[src/rtl/sram_req_master_if.sv]
// Request/response channels and single-port SRAM macro pins for sram_req_master.
// master: controller view; slave: the requester and memory surrounding it.
interface sram_req_master_if #(
  parameter int ADDR_W = 8,
  parameter int DATA_W = 32,
  parameter int STRB_W = DATA_W / 8
);
  logic              req_valid;
  logic              req_ready;
  logic              req_write;
  logic [ADDR_W-1:0] req_addr;
  logic [DATA_W-1:0] req_wdata;
  logic [STRB_W-1:0] req_wstrb;

  logic              rsp_valid;
  logic              rsp_ready;
  logic              rsp_write;
  logic [DATA_W-1:0] rsp_rdata;

  logic [ADDR_W-1:0] sram_adr;
  logic              sram_cen;
  logic              sram_wen;
  logic [STRB_W-1:0] sram_wstrb;
  logic [DATA_W-1:0] sram_d;
  logic [DATA_W-1:0] sram_q;

  modport master (
    input  req_valid, req_write, req_addr, req_wdata, req_wstrb, rsp_ready, sram_q,
    output req_ready, rsp_valid, rsp_write, rsp_rdata,
           sram_adr, sram_cen, sram_wen, sram_wstrb, sram_d
  );

  modport slave (
    output req_valid, req_write, req_addr, req_wdata, req_wstrb, rsp_ready, sram_q,
    input  req_ready, rsp_valid, rsp_write, rsp_rdata,
           sram_adr, sram_cen, sram_wen, sram_wstrb, sram_d
  );
endinterface

[src/rtl/sram_req_master.sv]
// Issues valid/ready requests to a single-port SRAM as registered commands and
// returns in-order responses through a credit-limited response FIFO.
module sram_req_master #(
  parameter int ADDR_W    = 8,
  parameter int DATA_W    = 32,
  parameter int STRB_W    = DATA_W / 8,
  parameter int RSP_DEPTH = 4
) (
  input  logic                clock,
  input  logic                reset,
  sram_req_master_if.master   bus
);
  localparam int PTR_W = $clog2(RSP_DEPTH);
  localparam int CNT_W = PTR_W + 1;

  logic [CNT_W-1:0]  credits_q, credits_d;
  logic              ready_q, ready_d;

  logic              s1_cen_q, s1_cen_d;
  logic              s1_wen_q, s1_wen_d;
  logic [ADDR_W-1:0] s1_adr_q, s1_adr_d;
  logic [STRB_W-1:0] s1_wstrb_q, s1_wstrb_d;
  logic [DATA_W-1:0] s1_d_q, s1_d_d;

  logic              s2_valid_q, s2_valid_d;
  logic              s2_write_q, s2_write_d;

  logic [DATA_W:0]   mem_q [RSP_DEPTH];
  logic [DATA_W:0]   mem_d [RSP_DEPTH];
  logic [PTR_W:0]    wr_ptr_q, wr_ptr_d;
  logic [PTR_W:0]    rd_ptr_q, rd_ptr_d;

  logic              req_fire, rsp_fire;
  logic              fifo_empty, fifo_full;
  logic [DATA_W-1:0] push_data;
  logic [DATA_W:0]   head;

  // Pointers carry one wrap bit so full and empty are distinguishable.
  assign fifo_empty = (wr_ptr_q == rd_ptr_q);
  assign fifo_full  = (wr_ptr_q[PTR_W] != rd_ptr_q[PTR_W]) &&
                      (wr_ptr_q[PTR_W-1:0] == rd_ptr_q[PTR_W-1:0]);
  assign req_fire   = bus.req_valid & ready_q;
  assign rsp_fire   = ~fifo_empty & bus.rsp_ready;
  assign head       = mem_q[rd_ptr_q[PTR_W-1:0]];
  assign push_data  = s2_write_q ? '0 : bus.sram_q;

  always_comb begin
    credits_d  = credits_q + CNT_W'(req_fire) - CNT_W'(rsp_fire);
    // Ready is registered from next-state credits so it has no path from rsp_ready.
    ready_d    = (credits_d != CNT_W'(RSP_DEPTH));

    s1_cen_d   = req_fire;
    s1_wen_d   = req_fire & bus.req_write;
    s1_adr_d   = req_fire ? bus.req_addr : '0;
    s1_wstrb_d = (req_fire & bus.req_write) ? bus.req_wstrb : '0;
    s1_d_d     = (req_fire & bus.req_write) ? bus.req_wdata : '0;

    s2_valid_d = s1_cen_q;
    s2_write_d = s1_wen_q;

    mem_d    = mem_q;
    wr_ptr_d = wr_ptr_q;
    rd_ptr_d = rd_ptr_q;
    if (s2_valid_q) begin
      mem_d[wr_ptr_q[PTR_W-1:0]] = {s2_write_q, push_data};
      wr_ptr_d = wr_ptr_q + (PTR_W + 1)'(1);
    end
    if (rsp_fire) begin
      rd_ptr_d = rd_ptr_q + (PTR_W + 1)'(1);
    end
  end

  always_ff @(posedge clock) begin
    mem_q <= mem_d;
    if (reset) begin
      credits_q  <= '0;
      ready_q    <= 1'b0;
      s1_cen_q   <= 1'b0;
      s1_wen_q   <= 1'b0;
      s1_adr_q   <= '0;
      s1_wstrb_q <= '0;
      s1_d_q     <= '0;
      s2_valid_q <= 1'b0;
      s2_write_q <= 1'b0;
      wr_ptr_q   <= '0;
      rd_ptr_q   <= '0;
    end else begin
      credits_q  <= credits_d;
      ready_q    <= ready_d;
      s1_cen_q   <= s1_cen_d;
      s1_wen_q   <= s1_wen_d;
      s1_adr_q   <= s1_adr_d;
      s1_wstrb_q <= s1_wstrb_d;
      s1_d_q     <= s1_d_d;
      s2_valid_q <= s2_valid_d;
      s2_write_q <= s2_write_d;
      wr_ptr_q   <= wr_ptr_d;
      rd_ptr_q   <= rd_ptr_d;
    end
  end

  a_no_overflow: assert property (@(posedge clock) disable iff (reset)
    !(s2_valid_q && fifo_full && !rsp_fire));

  assign bus.req_ready  = ready_q;
  assign bus.sram_cen   = s1_cen_q;
  assign bus.sram_wen   = s1_wen_q;
  assign bus.sram_adr   = s1_adr_q;
  assign bus.sram_wstrb = s1_wstrb_q;
  assign bus.sram_d     = s1_d_q;
  assign bus.rsp_valid  = ~fifo_empty;
  assign bus.rsp_write  = ~fifo_empty & head[DATA_W];
  assign bus.rsp_rdata  = fifo_empty ? '0 : head[DATA_W-1:0];
endmodule

[src/flat_wrapper.sv]
// flat-port wrapper written by rule: the top's interface ports become plain ports
module sram_req_master_flat 
#(
  parameter int ADDR_W    = 8,
  parameter int DATA_W    = 32,
  parameter int STRB_W    = DATA_W / 8,
  parameter int RSP_DEPTH = 4
)
  (clock, reset, bus_req_valid, bus_req_write, bus_req_addr, bus_req_wdata, bus_req_wstrb, bus_rsp_ready, bus_sram_q, bus_req_ready, bus_rsp_valid, bus_rsp_write, bus_rsp_rdata, bus_sram_adr, bus_sram_cen, bus_sram_wen, bus_sram_wstrb, bus_sram_d);
  sram_req_master_if #(.ADDR_W(ADDR_W), .DATA_W(DATA_W), .STRB_W(STRB_W)) bus_i ();
  input  logic clock;
  input  logic reset;
  input wire logic [$bits(bus_i.req_valid)-1:0] bus_req_valid;
  input wire logic [$bits(bus_i.req_write)-1:0] bus_req_write;
  input wire logic [$bits(bus_i.req_addr)-1:0] bus_req_addr;
  input wire logic [$bits(bus_i.req_wdata)-1:0] bus_req_wdata;
  input wire logic [$bits(bus_i.req_wstrb)-1:0] bus_req_wstrb;
  input wire logic [$bits(bus_i.rsp_ready)-1:0] bus_rsp_ready;
  input wire logic [$bits(bus_i.sram_q)-1:0] bus_sram_q;
  output wire logic [$bits(bus_i.req_ready)-1:0] bus_req_ready;
  output wire logic [$bits(bus_i.rsp_valid)-1:0] bus_rsp_valid;
  output wire logic [$bits(bus_i.rsp_write)-1:0] bus_rsp_write;
  output wire logic [$bits(bus_i.rsp_rdata)-1:0] bus_rsp_rdata;
  output wire logic [$bits(bus_i.sram_adr)-1:0] bus_sram_adr;
  output wire logic [$bits(bus_i.sram_cen)-1:0] bus_sram_cen;
  output wire logic [$bits(bus_i.sram_wen)-1:0] bus_sram_wen;
  output wire logic [$bits(bus_i.sram_wstrb)-1:0] bus_sram_wstrb;
  output wire logic [$bits(bus_i.sram_d)-1:0] bus_sram_d;
  assign bus_i.req_valid = bus_req_valid;
  assign bus_i.req_write = bus_req_write;
  assign bus_i.req_addr = bus_req_addr;
  assign bus_i.req_wdata = bus_req_wdata;
  assign bus_i.req_wstrb = bus_req_wstrb;
  assign bus_i.rsp_ready = bus_rsp_ready;
  assign bus_i.sram_q = bus_sram_q;
  assign bus_req_ready = bus_i.req_ready;
  assign bus_rsp_valid = bus_i.rsp_valid;
  assign bus_rsp_write = bus_i.rsp_write;
  assign bus_rsp_rdata = bus_i.rsp_rdata;
  assign bus_sram_adr = bus_i.sram_adr;
  assign bus_sram_cen = bus_i.sram_cen;
  assign bus_sram_wen = bus_i.sram_wen;
  assign bus_sram_wstrb = bus_i.sram_wstrb;
  assign bus_sram_d = bus_i.sram_d;
  sram_req_master #(.ADDR_W(ADDR_W), .DATA_W(DATA_W), .STRB_W(STRB_W), .RSP_DEPTH(RSP_DEPTH)) u_core (.clock(clock), .reset(reset), .bus(bus_i));
endmodule
[config.mk]
export PLATFORM = sky130hd
export DESIGN_NAME = sram_req_master_flat
export DESIGN_NICKNAME = d
export VERILOG_FILES = /design/src/rtl/sram_req_master_if.sv /design/src/rtl/sram_req_master.sv /design/src/flat_wrapper.sv
export SDC_FILE = /design/constraint.sdc
export NUM_CORES = 1
export LEC_CHECK = 0
export ABC_AREA = 1
export BUFFER_PORTS_ARGS = -buffer_cell sky130_fd_sc_hd__clkbuf_2
export CELL_PAD_IN_SITES_DETAIL_PLACEMENT = 2
export CELL_PAD_IN_SITES_GLOBAL_PLACEMENT = 2
export CORE_ASPECT_RATIO = 1.5
export CORE_MARGIN = 2
export CORE_UTILIZATION = 37
export DETAILED_ROUTE_END_ITERATION = 8
export PLACE_DENSITY = 0.95
export SYNTH_ARGS = -nofsm -noshare
export SYNTH_HDL_FRONTEND = slang
export SYNTH_SLANG_ARGS = --single-unit
[constraint.sdc]
create_clock -name clock -period 5 [get_ports clock]
set_clock_uncertainty 0.1 [all_clocks]
set_input_delay 0.5 -clock clock [delete_from_list [all_inputs] [get_ports clock]]
set_output_delay 0.5 -clock clock [all_outputs]
set_load 0.01 [all_outputs]
==> out/qor.txt, run 1 <==
Worst-margin pin slew: 0.916 ns
Post-synth EDFFs: 132
Total clock sinks: 190
Residual DRC count: 0
Worst EP required: 5.23 ns
Number of filler instances in the final layout: 2094
Final standard cell count with taps included and fillers excluded: 1109
Cts repair resizes: 0
Reg2Reg Depth: 16
Total number of vias: 5346
Top post-synthesis cells by count: sky130_fd_sc_hd__nor2_1, sky130_fd_sc_hd__edfxtp_1, sky130_fd_sc_hd__inv_1
Net count after synthesis: 773
Wire length of the first global-routing pass: 33800 µm
Initial antenna violation count: 0
Sum of net half-perimeters after detailed placement: 14200 µm
Data arrival time of the critical path: 3.94 ns
Ratio of cells with drive above 1 in the final layout: 28.0%
Maximum resistive drop on vdd: 191 µV
Layout overhead on the synthesized area: 21.7%
Most area-hungry cell type in the Yosys netlist: sky130_fd_sc_hd__edfxtp_1
Pin count of the biggest net entering global routing: 71
Seq cells post-synth: 190
Count of mapped cells out of synthesis: 684
Worst Hold Class: primary input to flop
Fin nets: 925
Max capacitance violation total: 0
Sequential area share after synthesis: 69.2%
Worst Setup Slack post-DPL: 1.29 ns
Final setup fails: 0
Post-synthesis instance area: 7410 µm²
Count of routing violations after the opening detailed-route iteration: 272
Number of primary I/O pins: 162
Pleak: 3.93 nW
Effective utilization at floorplan: 37.6%
GRT Residual Overflow: 0
Worst-skew pair later-pin latency: 0.44 ns
Clock edge transition at the registers on the reported setup and hold paths: 0.08 ns
Worst Setup End Kind: flop
Total Die Area: 21200 µm²
Crit path max fanout: 70
Average footprint of a synthesized cell: 10.8 µm²
Reg area: 5130 µm²
H-tree lvl count: 4
Number of slew-limit violations in the final report: 0
Fin worst setup slack: 1.28 ns
Main synth FF type: sky130_fd_sc_hd__edfxtp_1
Worst setup SP type: flop
Fraction of registers with async set or reset after synthesis: 0%
Core area: 19700 µm²
Port buffer count: 161
Post-DRT Antenna Nets: 0
Worst slew margin: 38.8%
Vias per std cell: 4.82
Number of setup buffers added after CTS: 0
Final RePlAce weighted congestion: 0.725
Number of synthesis warnings: 0
Vias in the first global route: 6201
Routed length per instance: 19.3 µm
Chip Height: 177 µm
End point of the worst hold path: u_core.bus.sram_adr[2]$_SDFF_PP0_
Final antenna diode count: 0
Root buf cell: sky130_fd_sc_hd__clkbuf_16
Status: complete, no violations
Width of the die: 120 µm
Capture point of the worst reg-to-reg path: u_core.bus.req_ready$_SDFF_PP0_
Distinct cell type count after synthesis: 23
Pwr/cell area: 458 nW/µm²
Clock Path Buffers: 2
Number of endpoints with negative hold slack in the final report: 0
Share of the synthesized area in the top cell type: 53.5%
Start of the worst register-to-register path: u_core.rd_ptr_q[0]$_SDFFE_PP0P_
Start point of the worst min-delay path: bus_req_addr[2]
Setup CP Type: flop to flop
WL final: 21400 µm
Count leader, synth: sky130_fd_sc_hd__nor2_1
Aggregate global-route resource usage: 21.2%
1st-pass router iterations: 6
Ratio of final minimum period to clock period: 74.3%
Number of buffers inserted for hold repair after clock tree synthesis: 0
Cells after DPL: 1077
TritonCTS clock tree: done
CTS buffer count: 17
RSZ-0062 raised after global routing: false
Time the final worst path needs with I/O delays and setup: 3.72 ns
Hold depth: 3
Sum Neg Setup Slack: 0 ns
Area of the multi-input gates: 1720 µm²
Num rows: 63
Max Freq: 269 MHz
Worst reg-to-reg setup slack: 1.28 ns
Top cells by area in the synthesized netlist: sky130_fd_sc_hd__edfxtp_1, sky130_fd_sc_hd__dfxtp_1, sky130_fd_sc_hd__nor2_1, sky130_fd_sc_hd__inv_1, sky130_fd_sc_hd__o21ai_0
## area by class of cell
type                            count  area share, %
Sequential cell                   190           56.9
Multi-Input combinational cell    362           19.1
Timing Repair Buffer              164           9.19
Clock buffer                       19           5.28
Inverter                          101           4.26
Tap cell                          260           3.61
Clock inverter                     13           1.68
## worst max-delay path by stage
| stage | slack (ns) | startpoint | end | cells after the start |
|---|---|---|---|---|
| 6_report | 1.28 | u_core.rd_ptr_q[0]$_SDFFE_PP0P_ | u_core.bus.req_ready$_SDFF_PP0_ | 16 |
| 5_1_grt | 0.86 | u_core.rd_ptr_q[0]$_SDFFE_PP0P_ | u_core.bus.req_ready$_SDFF_PP0_ | 16 |
| 4_1_cts | 1.23 | u_core.rd_ptr_q[0]$_SDFFE_PP0P_ | u_core.bus.req_ready$_SDFF_PP0_ | 16 |
| 3_5_place_dp | 1.29 | u_core.rd_ptr_q[0]$_SDFFE_PP0P_ | u_core.bus.req_ready$_SDFF_PP0_ | 16 |
| 3_3_place_gp | 1.49 | u_core.rd_ptr_q[0]$_SDFFE_PP0P_ | u_core.bus.req_ready$_SDFF_PP0_ | 16 |
| 2_1_floorplan | 2.33 | u_core.rd_ptr_q[0]$_SDFFE_PP0P_ | u_core.bus.req_ready$_SDFF_PP0_ | 19 |
## layout by cell type (no fill, tap or decap), types with 7 or more instances in the layout
cell	Yosys	layout
sky130_fd_sc_hd__ha_1	7	7
sky130_fd_sc_hd__a21oi_1	10	10
sky130_fd_sc_hd__edfxtp_1	132	132
sky130_fd_sc_hd__clkbuf_16	0	19
sky130_fd_sc_hd__nor2_1	218	218
sky130_fd_sc_hd__nand2_1	18	18
sky130_fd_sc_hd__o21ai_0	70	70
sky130_fd_sc_hd__inv_1	98	94
sky130_fd_sc_hd__clkbuf_2	0	161
sky130_fd_sc_hd__a21oi_2	29	29
sky130_fd_sc_hd__dfxtp_1	58	55
## per-layer routing
metal	routed length, µm	GRT usage [%]	up-vias
li1	-	-	2495
met4	415	8.28	0
met1	7920	21.7	2672
met2	12100	41.4	157
met5	0	0	-
met3	962	4.54	22
## power by group
| group | switching, mW | internal [mW] | leakage [nW] |
|---|---|---|---|
| registers | 0.0344 | 1.75 | 1.66 |
| clock network | 0.639 | 0.792 | 0.314 |
| logic | 0.631 | 0.285 | 1.95 |
| total | 1.30 | 2.83 | 3.93 |
## critical path, cell delays in order, from the launching register on
cell                      delay [ns]
sky130_fd_sc_hd__dfxtp_2        0.36
sky130_fd_sc_hd__buf_4          0.61
sky130_fd_sc_hd__nand2_1        0.16
sky130_fd_sc_hd__nand2_2        0.12
sky130_fd_sc_hd__nand3_4        0.14
sky130_fd_sc_hd__inv_4          0.52
sky130_fd_sc_hd__nor2_1         0.09
sky130_fd_sc_hd__ha_1           0.31
sky130_fd_sc_hd__inv_1          0.06
sky130_fd_sc_hd__ha_1           0.13
sky130_fd_sc_hd__inv_1          0.05
sky130_fd_sc_hd__fa_1           0.41
sky130_fd_sc_hd__xor2_1         0.17
sky130_fd_sc_hd__nand2_1        0.06
sky130_fd_sc_hd__nand2_1        0.07
sky130_fd_sc_hd__o21ai_0        0.15
sky130_fd_sc_hd__inv_1          0.07
## through the flow
stage / hold slack [ns] / total power, mW / utilization (%) / instance area (µm²)
after floorplan: 0.343 / 2.42 / - / 7410
after global placement: 0.303 / 2.67 / 42.6 / 8390
after detailed placement: 0.320 / 2.74 / 42.6 / 8390
after CTS: 0.124 / 4.19 / 45.7 / 9010
after global routing: 0.132 / 4.33 / 45.7 / 9010
final: 0.143 / 4.13 / 45.7 / 9010
## cells by family after synthesis
logic type      after synthesis  synth area share, %
simple gates                242                 12.6
flops                       190                 69.2
buf+inv                     132                 7.59
compound gates              109                 8.84
fa+ha+maj                     8                 1.45
xor+xnor                      3                0.355
## state kept, by name (all words and copies together), names as in the netlist
| name | cells |
|---|---|
| u_core.bus.req_ready | 1 |
| u_core.s2_write_q | 1 |
| u_core.s2_valid_q | 1 |
| u_core.bus.sram_wstrb | 4 |
| u_core.bus.sram_adr | 8 |
| u_core.bus.sram_d | 32 |
| u_core.bus.sram_wen | 1 |
| u_core.wr_ptr_q | 3 |
| u_core.credits_q | 3 |
| u_core.rd_ptr_q | 3 |
| u_core.bus.sram_cen | 1 |
| u_core.mem_q | 132 |
Power figures use the tool's default switching activity.
==> run 2, diff against run 1 <==
Settings changed: CORE_UTILIZATION 37 to 31, PLACE_DENSITY 0.95 to 0.87.
Clock period 5 ns to 3.3 ns, I/O delays scaled along.
==> run 2 against run 1 <==
  * Total power is 56% higher
  * Hold slack worse by 0.13 ns
  * Final cell count is 9.6% higher
  * Wire length is 3.1% higher
  * Critical endpoint is now bus_rsp_rdata[0]
==> out/qor.txt, run 2 (synthesis gave the netlist of run 1 again) <==
Total number of vias: 5467 (was 5346)
Initial antenna violation count: 1 (was 0)
Worst EP required: 2.87 ns (was 5.23 ns)
Worst reg-to-reg setup slack: 0.62 ns (was 1.28 ns)
Maximum resistive drop on vdd: 402 µV (was 191 µV)
Setup CP Type: flop to output port (was flop to flop)
CP delay by family, top: buffers and inverters (unchanged)
Data arrival time of the critical path: 2.32 ns (was 3.94 ns)
Crit path max fanout: 33 (was 70)
Worst-path cell chain: nand2_1 > nand2_1 > nand3_4 > inv_4 > buf_4 > a21oi_1 > clkbuf_2 (was buf_4 > nand2_1 > nand2_2 > nand3_4 > inv_4 > nor2_1 > ha_1 > inv_1 > ha_1 > inv_1 > fa_1 > xor2_1 > nand2_1 > nand2_1 > o21ai_0 > inv_1)
CTS buffer count: 17 (unchanged)
Buffers & Inverters on Critical Path: 3 (was 5)
Time the final worst path needs with I/O delays and setup: 2.75 ns
Cts repair resizes: 0 (unchanged)
Pwr/cell area: 672 nW/µm² (was 458 nW/µm²)
1st-pass router iterations: 4 (was 6)
Fin nets: 972 (was 925)
Wire length of the first global-routing pass: 34500 µm (was 33800 µm)
Max capacitance violation total: 0 (unchanged)
Number of slew-limit violations in the final report: 0 (unchanged)
Cell internal pwr: 4.49 mW (was 2.83 mW)
GRT Residual Overflow: 0 (unchanged)
Core occupancy in the finished layout: 40.6% (was 45.7%)
Post-DRT Antenna Nets: 0 (unchanged)
Vias in the first global route: 6277 (was 6201)
Final RePlAce weighted congestion: 0.691 (was 0.725)
Pin count of the biggest net entering global routing: 67 (was 71)
Clock edge transition at the registers on the reported setup and hold paths: 0.07 ns (was 0.08 ns)
Cell Area, Placed: 8490 µm² (was 8390 µm²)
Num rows: 69 (was 63)
Sum of net half-perimeters after detailed placement: 13300 µm (was 14200 µm)
Root buf cell: sky130_fd_sc_hd__clkbuf_16 (unchanged)
Residual DRC count: 0 (unchanged)
RSZ-0062 raised after global routing: false (unchanged)
Leading cell type in the layout, fill and taps excluded: sky130_fd_sc_hd__nor2_1 (unchanged)
Power share of the sequential group: 42.3% (was 43.2%)
Status: complete, no violations (unchanged)
Switching share of power: 30.2% (was 31.6%)
Worst Setup End Kind: output port (was flop)
Ratio of final minimum period to clock period: 83.5%
Effective utilization at floorplan: 31.4% (was 37.6%)
Final setup fails: 0 (unchanged)
Clock share of power: 35.8% (was 34.6%)
Aggregate global-route resource usage: 18.4% (was 21.2%)
Total Die Area: 25200 µm² (was 21200 µm²)
Number of setup buffers added after CTS: 0 (unchanged)
H-tree lvl count: 4 (unchanged)
Flip-flop count of the largest register after layout: 132 (unchanged)
Final design area excluding fillers: 9580 µm² (was 9010 µm²)
Worst setup SP type: flop (unchanged)
Port buffer count: 161 (unchanged)
WL final: 22100 µm (was 21400 µm)
Vias per std cell: 4.50 (was 4.82)
Register with the most flip-flops: u_core.mem_q (unchanged)
Worst-margin pin slew: 0.937 ns (was 0.916 ns)
Clock Path Buffers: 2 (unchanged)
Cell occurring most often along the worst timing path: sky130_fd_sc_hd__nand2_1
Routed length per instance: 18.2 µm (was 19.3 µm)
Worst slew margin: 37.4% (was 38.8%)
Total clock sinks: 190 (unchanged)
Chip Height: 193 µm (was 177 µm)
Final antenna diode count: 0 (unchanged)
Number of endpoints with negative hold slack in the final report: 0 (unchanged)
Core area: 23600 µm² (was 19700 µm²)
Max Freq: 363 MHz
Sum Neg Setup Slack: 0 ns (unchanged)
Count of routing violations after the opening detailed-route iteration: 157 (was 272)
Portion of total power attributed to combinational logic: 21.9% (was 22.2%)
TritonCTS clock tree: done (unchanged)
Net switching power: 1.95 mW (was 1.30 mW)
Cell type of the slowest stage on the worst timing path: sky130_fd_sc_hd__dfxtp_2 (was sky130_fd_sc_hd__buf_4)
Power consumption: 6.44 mW (was 4.13 mW)
Number of primary I/O pins: 162 (unchanged)
Worst-skew pair later-pin latency: 0.44 ns (about the same)
Critical path's largest stage delay: 0.58 ns (was 0.61 ns)
Pleak: 4.13 nW (was 3.93 nW)
Worst Hold Class: primary input to flop (unchanged)
Commonest cells after routing, fill and taps aside: sky130_fd_sc_hd__nor2_1, sky130_fd_sc_hd__clkbuf_2, sky130_fd_sc_hd__edfxtp_1 (unchanged)
Width of the die: 130 µm (was 120 µm)
Ratio of cells with drive above 1 in the final layout: 27.0% (was 28.0%)
Layout overhead on the synthesized area: 29.3% (was 21.7%)
run 2: cell types whose count changed in the layout (fill, tap and decap cells not counted), moves of 3 or more:
cell                            before  now
sky130_fd_sc_hd__bufinv_16           1    5
sky130_fd_sc_hd__dlygate4sd3_1       0   43
sky130_fd_sc_hd__inv_6               5    2
sky130_fd_sc_hd__clkinv_4            3    0
sky130_fd_sc_hd__buf_4               3    7
run 2: cell type report:
type                    count  area (µm²)
fillers                  2481       14000
flip-flops and latches    190        5130
multi-input cells         362        1720
repair buffers            211        1290
clock buffers              17         425
well taps                 319         399
inverters                 101         384
clock inverters            15         231
run 2: worst paths after layout:
check / from / end / cells after the start
worst max-delay path: u_core.rd_ptr_q[1]$_SDFFE_PP0P_ / bus_rsp_rdata[0] / 7
worst min-delay path: bus_req_wdata[11] / u_core.bus.sram_d[11]$_SDFF_PP0_ / 3
worst max register to register: u_core.rd_ptr_q[1]$_SDFFE_PP0P_ / u_core.bus.req_ready$_SDFF_PP0_ / 15
worst min register to register: u_core.bus.sram_wen$_SDFF_PP0_ / u_core.s2_write_q$_SDFF_PP0_ / 2
run 2: worst register-to-register path, cell delays in order (launching register included):
cell and delay [ns]:
sky130_fd_sc_hd__dfxtp_2 0.58, sky130_fd_sc_hd__nand2_1 0.11, sky130_fd_sc_hd__nand2_1 0.12, sky130_fd_sc_hd__nand3_4 0.14, sky130_fd_sc_hd__inv_4 0.08, sky130_fd_sc_hd__nor2_1 0.04, sky130_fd_sc_hd__ha_1 0.27, sky130_fd_sc_hd__inv_1 0.06
sky130_fd_sc_hd__ha_1 0.13, sky130_fd_sc_hd__inv_1 0.05, sky130_fd_sc_hd__fa_1 0.42, sky130_fd_sc_hd__xor2_1 0.17, sky130_fd_sc_hd__nand2_1 0.06, sky130_fd_sc_hd__nand2_1 0.06, sky130_fd_sc_hd__o21ai_0 0.14, sky130_fd_sc_hd__inv_1 0.05
run 2: through the flow:
| step | hold slack, ns | worst slack, ns | instances |
|---|---|---|---|
| 2_1_floorplan | 0.297 | 0.629 | 684 |
| 3_3_place_gp | 0.315 | 0.683 | 1140 |
| 3_5_place_dp | 0.323 | 0.571 | 1140 |
| 4_1_cts | 0.000837 | 0.487 | 1215 |
| 5_1_grt | 0.0125 | 0.310 | 1215 |
| 6_report | 0.0135 | 0.546 | 1215 |
run 2: power groups by stage:
| stage | sequential, mW | combinational, mW | clock [mW] |
|---|---|---|---|
| global route | 2.73 | 1.59 | 2.46 |
| finish | 2.72 | 1.41 | 2.31 |
| detailed placement | 2.77 | 1.40 | 0 |
| global placement | 2.77 | 1.34 | 0 |
| CTS | 2.72 | 1.45 | 2.37 |
| floorplan | 2.75 | 0.917 | 0 |
run 2: metal layers:
metal  global-route usage (%)  wire (µm)
met1                     19.7       8320
met4                     5.10        299
met3                     5.06       1130
met5                        0         16
met2                     34.5      12300
run 2: repair_timing:
item / in CTS / in global routing
setup endpoints to repair: 0 / 0
hold buffers: 43 / 0
endpoints found under the hold margin: 43 / 0
